### src/rtl/mem_ctrl_array_if.sv
// Request/response bus of mem_ctrl_array. The requester drives the master side.
interface mem_ctrl_array_if #(
   parameter int ADDR_W = 3,
   parameter int DATA_W = 8
);
   logic              select;
   logic              op;
   logic              clr;
   logic [ADDR_W-1:0] addr;
   logic [DATA_W-1:0] din;
   logic [DATA_W-1:0] dout;
   logic              valid;
   logic              rw;
   logic              err;
   logic              busy;

   modport master (output select, op, clr, addr, din,
                   input  dout, valid, rw, err, busy);
   modport slave  (input  select, op, clr, addr, din,
                   output dout, valid, rw, err, busy);
endinterface

### src/rtl/mem_ctrl_array.sv
// DEPTH x DATA_W word memory with per-word written tracking, bulk clear and range checking.
// A request is accepted only in IDLE, and its response pulse follows two cycles later.
module mem_ctrl_array #(
   parameter int DATA_W = 8,
   parameter int ADDR_W = 3,
   parameter int DEPTH  = 8
) (
   input  logic            clk,
   input  logic            reset,
   mem_ctrl_array_if.slave bus
);
   typedef enum logic [1:0] {
      ST_IDLE,
      ST_ACCESS,
      ST_RESP,
      ST_CLEAR
   } state_e;

   state_e            state_q, state_d;
   logic              op_q, op_d;
   logic [ADDR_W-1:0] addr_q, addr_d;
   logic [DATA_W-1:0] din_q, din_d;
   logic [DEPTH-1:0]  written_q, written_d;
   logic [DATA_W-1:0] dout_q, dout_d;
   logic              valid_q, valid_d;
   logic              rw_q, rw_d;
   logic              err_q, err_d;
   logic              in_range;
   logic              mem_we;
   logic [DATA_W-1:0] mem [DEPTH];

   assign in_range = ({1'b0, addr_q} < (ADDR_W + 1)'(DEPTH));

   always_comb begin
      // NOTE: every _d signal gets a default first, so no path through this block infers a latch.
      state_d   = state_q;
      op_d      = op_q;
      addr_d    = addr_q;
      din_d     = din_q;
      written_d = written_q;
      dout_d    = '0;
      valid_d   = 1'b0;
      rw_d      = 1'b0;
      err_d     = 1'b0;
      mem_we    = 1'b0;

      unique case (state_q)
         ST_IDLE: begin
            // clr wins over select; a select in the same cycle is dropped.
            if (bus.clr) begin
               state_d = ST_CLEAR;
            end else if (bus.select) begin
               state_d = ST_ACCESS;
               op_d    = bus.op;
               addr_d  = bus.addr;
               din_d   = bus.din;
            end
         end
         ST_ACCESS: begin
            state_d = ST_RESP;
            valid_d = 1'b1;
            rw_d    = op_q;
            if (!in_range) begin
               err_d = 1'b1;
            end else if (op_q) begin
               mem_we            = 1'b1;
               written_d[addr_q] = 1'b1;
            end else if (!written_q[addr_q]) begin
               err_d = 1'b1;
            end else begin
               dout_d = mem[addr_q];
            end
         end
         ST_RESP: begin
            state_d = ST_IDLE;
         end
         ST_CLEAR: begin
            state_d   = ST_IDLE;
            written_d = '0;
         end
         default: begin
            state_d = ST_IDLE;
         end
      endcase
   end

   // NOTE: sequential state uses non-blocking assignments only, so every flop samples pre-edge values.
   always_ff @(posedge clk or negedge reset) begin
      if (!reset) begin
         state_q   <= ST_IDLE;
         op_q      <= 1'b0;
         addr_q    <= '0;
         din_q     <= '0;
         written_q <= '0;
         dout_q    <= '0;
         valid_q   <= 1'b0;
         rw_q      <= 1'b0;
         err_q     <= 1'b0;
      end else begin
         state_q   <= state_d;
         op_q      <= op_d;
         addr_q    <= addr_d;
         din_q     <= din_d;
         written_q <= written_d;
         dout_q    <= dout_d;
         valid_q   <= valid_d;
         rw_q      <= rw_d;
         err_q     <= err_d;
      end
   end

   // NOTE: storage has no reset; the written bits alone decide whether a word's contents are valid.
   always_ff @(posedge clk) begin
      if (mem_we) begin
         mem[addr_q] <= din_q;
      end
   end

   assign bus.dout  = dout_q;
   assign bus.valid = valid_q;
   assign bus.rw    = rw_q;
   assign bus.err   = err_q;
   assign bus.busy  = (state_q != ST_IDLE);
endmodule

### src/flat_wrapper.sv
// flat-port wrapper written by rule: the top's interface ports become plain ports
module mem_ctrl_array_flat 
#(
   parameter int DATA_W = 8,
   parameter int ADDR_W = 3,
   parameter int DEPTH  = 8
)
  (clk, reset, bus_select, bus_op, bus_clr, bus_addr, bus_din, bus_dout, bus_valid, bus_rw, bus_err, bus_busy);
  mem_ctrl_array_if #(.ADDR_W(ADDR_W), .DATA_W(DATA_W)) bus_i ();
  input  logic clk;
  input  logic reset;
  input wire logic [$bits(bus_i.select)-1:0] bus_select;
  input wire logic [$bits(bus_i.op)-1:0] bus_op;
  input wire logic [$bits(bus_i.clr)-1:0] bus_clr;
  input wire logic [$bits(bus_i.addr)-1:0] bus_addr;
  input wire logic [$bits(bus_i.din)-1:0] bus_din;
  output wire logic [$bits(bus_i.dout)-1:0] bus_dout;
  output wire logic [$bits(bus_i.valid)-1:0] bus_valid;
  output wire logic [$bits(bus_i.rw)-1:0] bus_rw;
  output wire logic [$bits(bus_i.err)-1:0] bus_err;
  output wire logic [$bits(bus_i.busy)-1:0] bus_busy;
  assign bus_i.select = bus_select;
  assign bus_i.op = bus_op;
  assign bus_i.clr = bus_clr;
  assign bus_i.addr = bus_addr;
  assign bus_i.din = bus_din;
  assign bus_dout = bus_i.dout;
  assign bus_valid = bus_i.valid;
  assign bus_rw = bus_i.rw;
  assign bus_err = bus_i.err;
  assign bus_busy = bus_i.busy;
  mem_ctrl_array #(.DATA_W(DATA_W), .ADDR_W(ADDR_W), .DEPTH(DEPTH)) u_core (.clk(clk), .reset(reset), .bus(bus_i));
endmodule
### config.mk
export PLATFORM = sky130hd
export DESIGN_NAME = mem_ctrl_array_flat
export DESIGN_NICKNAME = d
export VERILOG_FILES = /design/src/rtl/mem_ctrl_array_if.sv /design/src/rtl/mem_ctrl_array.sv /design/src/flat_wrapper.sv
export SDC_FILE = /design/constraint.sdc
export NUM_CORES = 1
export LEC_CHECK = 0
export CAP_MARGIN = 5
export CORE_ASPECT_RATIO = 0.75
export CORE_MARGIN = 5
export CORE_UTILIZATION = 40
export CTS_BUF_LIST = sky130_fd_sc_hd__clkbuf_4 sky130_fd_sc_hd__clkbuf_8 sky130_fd_sc_hd__clkbuf_16
export CTS_CLUSTER_DIAMETER = 80
export DETAILED_ROUTE_END_ITERATION = 6
export HOLD_SLACK_MARGIN = 0.02
export PLACE_DENSITY_LB_ADDON = 0.08
export SLEW_MARGIN = 0
export SYNTH_ARGS = -nofsm -noshare
export SYNTH_HDL_FRONTEND = slang
export SYNTH_SLANG_ARGS = --single-unit
### constraint.sdc
create_clock -name clk -period 1.88 [get_ports clk]
set_clock_uncertainty 0.1 [all_clocks]
set_input_delay 0.282 -clock clk [delete_from_list [all_inputs] [get_ports clk]]
set_output_delay 0.282 -clock clk [all_outputs]
set_load 0.03 [all_outputs]
After elaboration in Yosys (flattened, before gate mapping)
Memories as Yosys holds them, arrays and structs flattened.
Index checks and enable logic that the tools add are counted.
W data, S select, Z words.
- flip-flop bits (word level): 33
- memory bits (writable): 64
- input port bits: 16
- output and inout bits: 12
- word-level logic and storage cells: 47
- memories kept: 1
- order comparisons: 2
- equal/unequal tests: 5
- mux-type cells: 21
- bitwise operators: 2
- reduce and logical (&&, ||, !) cells: 7
- memory list (memory ; words ; width ; read ports ; clocked after Yosys merged registers in ; write ports ; RTL line ; RTL):
    u_core.mem ; 8 ; 8 ; 1 ; 0 ; 1 ; mem_ctrl_array.sv:30 ; logic [DATA_W-1:0] mem [DEPTH];
- operator list (cell ; count):
    $mux W8 ; 4
    $pmux W8 S2 ; 1
    $mux W1 ; 11
    $or A8 B8 Y8 ; 1
    $pmux W2 S3 ; 1
    $eq A2 B2 Y1 const B ; 2
    $lt A3 B4 Y1 const B ; 1
    $mux W2 ; 2
    $reduce_bool A2 Y1 ; 2
    $bmux W1 S3 ; 1
    $demux W1 S3 ; 1
    $ge A3 B1 Y1 const B ; 1
    $ne A3 B3 Y1 const B ; 1
    $reduce_and A3 Y1 ; 1
    $eq A2 B1 Y1 const B ; 1
    $logic_not A2 Y1 ; 1
    $ne A2 B1 Y1 const B ; 1
    $reduce_and A2 Y1 ; 1
    $reduce_or A2 Y1 ; 1
    $logic_and A1 B1 Y1 ; 1
    $not A1 Y1 ; 1

Logic depth before layout (Yosys ltp)
Gate-level depths: netlist (run 1).
- depth in word-level cells: 7
- mapped depth: 6
- mapped depth without buffers: 3

Worst setup path after synthesis (run 1)
Ideal clock, no wire load.
- kind: register to register
- from: reg u_core.addr_q[0]
- to: mem u_core.mem[1][0] (enable)
- library setup time: 0.386 ns
- arrival: 1.426 ns
- slack: -0.031 ns
- stages on the path, launching flop included: 5
- cell sequence: dfrtp_1 buf_6 buf_6 nand4b_1 nor3_1
- RTL lines (what ; RTL line ; RTL):
    start, declared ; mem_ctrl_array.sv:21 ; logic [ADDR_W-1:0] addr_q, addr_d;
    start signal, assigned ; mem_ctrl_array.sv:102 ; addr_q <= addr_d;
    end, declared ; mem_ctrl_array.sv:30 ;
No word-level cell before the write port.

Worst setup path in the final report (run 1)
- from: reg u_core.state_q[0]
- to: out bus_busy
- cells in the longest elaborated chain, start to end: 1
- ends and longest elaborated chain (what ; RTL line ; RTL):
    start, declared ; mem_ctrl_array.sv:19 ; state_e state_q, state_d;
    start signal, assigned ; mem_ctrl_array.sv:100 ; state_q <= state_d;
    $reduce_bool A2 Y1 ; mem_ctrl_array.sv:123 ; assign bus.busy = (state_q != ST_IDLE);
    end, declared ; flat_wrapper.sv:21 ; output wire logic [$bits(bus_i.busy)-1:0] bus_busy;
No other way between the ends.

==> flow_metrics.env, run 1 <==
export IMPL_max_stage_delay_ns=0.42
export IMPL_ys_types=25
export IMPL_whs_ns=0.261
export IMPL_grt_use_total_pct=14.4
export IMPL_numCtsBuffers=9
export IMPL_yosysTopAreaCellShare_pct=51.4
export IMPL_cp_num_buf_inv=1
export IMPL_max_slew_margin_rel_pct=67.7
export IMPL_cts_tree="built"
export IMPL_clock_latency_ns=0.34
export IMPL_syn_num_nets=206
export IMPL_p_switching_mw=1.93
export IMPL_path_cells="or2_4 > dlygate4sd2_1"
export IMPL_ios=28
export IMPL_grt_pass1_vias=2049
export IMPL_seq_power_share_pct=47.0
export IMPL_synth_compound_area_share_pct=3.85
export IMPL_num_antenna_cells=0
export IMPL_leakage_nw=1.68
export IMPL_ir_worst_vdd_mv=0.758
export IMPL_yosysSeqAreaShare_pct=73.5
export IMPL_routed_via_density=5.00
export IMPL_synth_mux_area_share_pct=16.5
export IMPL_cp_data_arrival_time_ns=1.42
export IMPL_path_clk_slew_ns=0.06
export IMPL_cap_violations=0
export IMPL_via_count=1870
export IMPL_layout_common_cells="64 x edfxtp_1, 33 x dfrtp_1, 26 x clkdlybuf4s50_1"
export IMPL_antenna_found_initial=0
export IMPL_numClockSinks=97
export IMPL_p_per_area_nw_per_um2=1470
export IMPL_finalPower_mw=6.74
export IMPL_syn_area_per_cell_sq_um=19.7
export IMPL_synthCells=190
export IMPL_crit_start="u_core.state_q[0]$_DFFE_PN0P_"
export IMPL_ctsHoldBuffers=0
export IMPL_synth_top_family_by_area="multiplexers"
export IMPL_clockBufferDepth=2
export IMPL_final_common_cell="edfxtp_1"
export IMPL_wl_microns=7310
export IMPL_criticalPathCategory="register to primary output"
export IMPL_slowest_stage="dfrtp_1"
export IMPL_first_pass_iters=4
export IMPL_initial_core_util_pct=41.1
export IMPL_yosysTopAreaCell="edfxtp_1"
export IMPL_areaGrowthSynthToFinish_pct=23.1
export IMPL_rsz0062_at_grt="no"
export IMPL_stdcell_area_sq_um=4600
export IMPL_reg2reg_from="u_core.addr_q[0]$_DFFE_PN0P_"
export IMPL_worstMarginPinSlew_ns=0.485
export IMPL_crit_fanout=6
export IMPL_synth_seq_cells=97
export IMPL_hp_class="input port to async pin"
export IMPL_comb_power_share_pct=26.3
export IMPL_wl_per_cell_microns=19.5
export IMPL_synthSimpleGateAreaFrac_pct=3.95
export IMPL_h_tree_depth=3
export IMPL_fin_crit_ns=1.80
export IMPL_core_sq_um=9080
export IMPL_postRouteAntennaNets=0
export IMPL_gr_total_overflow=0
export IMPL_ys_warn_count=0
export IMPL_drive_above_1_share_pct=29.3
export IMPL_grt_max_degree=34
export IMPL_die_area_sq_um=11400
export IMPL_rows=30
export IMPL_critPathRequiredTime_ns=1.50
export IMPL_p_int_mw=4.81
export IMPL_hold_viol_final=0
export IMPL_cts_root_buffer="clkbuf_16"
export IMPL_ys_top_cells_by_area="edfxtp_1 51%, dfrtp_1 22%, mux4_2 9.6%, mux2_2 3.9%, mux2i_1 2.9%"
export IMPL_outcome="complete, no violations"
export IMPL_drc=0
export IMPL_endpoint_kind="primary output"
export IMPL_gp_routability_congestion=0.813
export IMPL_finalSetupTns_ns=0
export IMPL_io_buffers=27
export IMPL_synthAdderAreaFrac_pct=0
export IMPL_clkPwrFrac_pct=26.6
export IMPL_slew_viol_final=0
export IMPL_fin_nets=257
export IMPL_crit_family="flip-flops"
export IMPL_swShare_pct=28.6
export IMPL_grt_pass1_wl_microns=11900
export IMPL_netlist_area_sq_um=3740
export IMPL_place_area_sq_um=4310
export IMPL_dp_hpwl_microns=4940
export IMPL_fillers=758
export IMPL_drtIter0Drc=98
export IMPL_fp_dieH_microns=93.7
export IMPL_fin_crit_sh_pct=95.7
export IMPL_startpoint_type="register"
export IMPL_synthXorXnorAreaFrac_pct=0
export IMPL_die_w_microns=122
export IMPL_final_setup_viol_count=0
export IMPL_fmax_mhz=556
[per-stage QoR]
stage | setup WS (ns) | util (%) | instances
3_3_place_gp | 0.147 | 47.4 | 358
2_1_floorplan | 0.202 | - | 190
4_1_cts | 0.0615 | 50.6 | 374
5_1_grt | 0.0229 | 50.6 | 374
6_report | 0.0807 | 50.6 | 374
3_5_place_dp | 0.132 | 47.4 | 358
[kinds of logic (layout without fill, tap and decap cells)]
group	count (synthesis)	after routing
DFF	97	97
muxes	40	40
and+or+nand+nor	25	25
AOI/OAI and AO/OA	18	18
buffers and inverters	10	66
[synthesized netlist by cell type]
| master | instances |
|---|---|
| mux4_2 | 16 |
| buf_2 | 2 |
| nand2b_1 | 3 |
| nor2_1 | 11 |
| or2_4 | 1 |
| a211oi_1 | 8 |
| nand2_1 | 2 |
| and4b_1 | 1 |
| nor2b_1 | 1 |
| mux2i_1 | 11 |
| nand4b_1 | 1 |
| nor3_1 | 2 |
| dfrtp_1 | 33 |
| o22a_1 | 1 |
| buf_1 | 1 |
| edfxtp_1 | 64 |
| and2_1 | 1 |
| o21a_1 | 8 |
| mux2_2 | 13 |
| a2bb2oi_2 | 1 |
| buf_6 | 5 |
| buf_4 | 1 |
| nor3b_4 | 1 |
| clkbuf_1 | 1 |
| nand4bb_1 | 1 |
[power by group through the flow]
stage	sequential, mW	combinational, mW	clock [mW]
detailed placement	3.22	1.82	0
CTS	3.17	1.81	1.85
global placement	3.17	1.79	0
finish	3.17	1.78	1.80
global route	3.23	1.92	1.94
floorplan	3.13	1.30	0
[worst reg2reg max path, stage by stage (launching register included)]
cell and delay [ns]:
dfrtp_1 0.40, buf_12 0.18, nand4bb_1 0.29, nor2_1 0.24, buf_4 0.21
[state kept, by name (all words and copies together), names as in the netlist]
register,cells
u_core.bus.rw,1
u_core.op_q,1
u_core.bus.valid,1
u_core.bus.err,1
u_core.written_q,8
u_core.din_q,8
u_core.addr_q,3
u_core.state_q,2
u_core.bus.dout,8
u_core.mem,64
[layer usage]
metal	global-route usage [%]	vias up	share of wire, %
met2	23.2	38	50
met4	5.22	0	0.83
li1	-	850	-
met3	4.39	6	4.7
met1	18.5	976	44
met5	0	-	0
[final cells by class]
class	count	area [sq um]	share of cell area, %
clock buffer	11	240	5.22
sequential	97	2750	59.7
timing repair buffer	50	479	10.4
clock inverter	5	55.1	1.20
multi-input combinational	83	918	20.0
tap	128	160	3.48
[what timing repair did]
action	in CTS	in global routing
buffers inserted	0	0
setup endpoints to repair	1	0
gates resized for setup	1	0
[worst paths after layout]
kind	end	slack, ns	depth (start not counted)
worst max-delay path	bus_busy	0.08	2
worst min-delay path	u_core.state_q[1]$_DFFE_PN0P_	0.26	2
worst max register to register	u_core.mem[6][7]$_DFFE_PP_	0.16	4
worst min register to register	u_core.written_q[7]$_DFFE_PN0P_	0.39	1
max in group asynchronous	u_core.din_q[5]$_DFFE_PN0P_	1.09	2
min in group clk	u_core.written_q[7]$_DFFE_PN0P_	0.39	1
No activity file was read; power rests on OpenSTA's default activity.
==> run 2, diff against run 1 <==
CTS_CLUSTER_SIZE = 12   (was default)
==> results of run 2 <==
Final layout, timing and power as in run 1 (identical DEF).
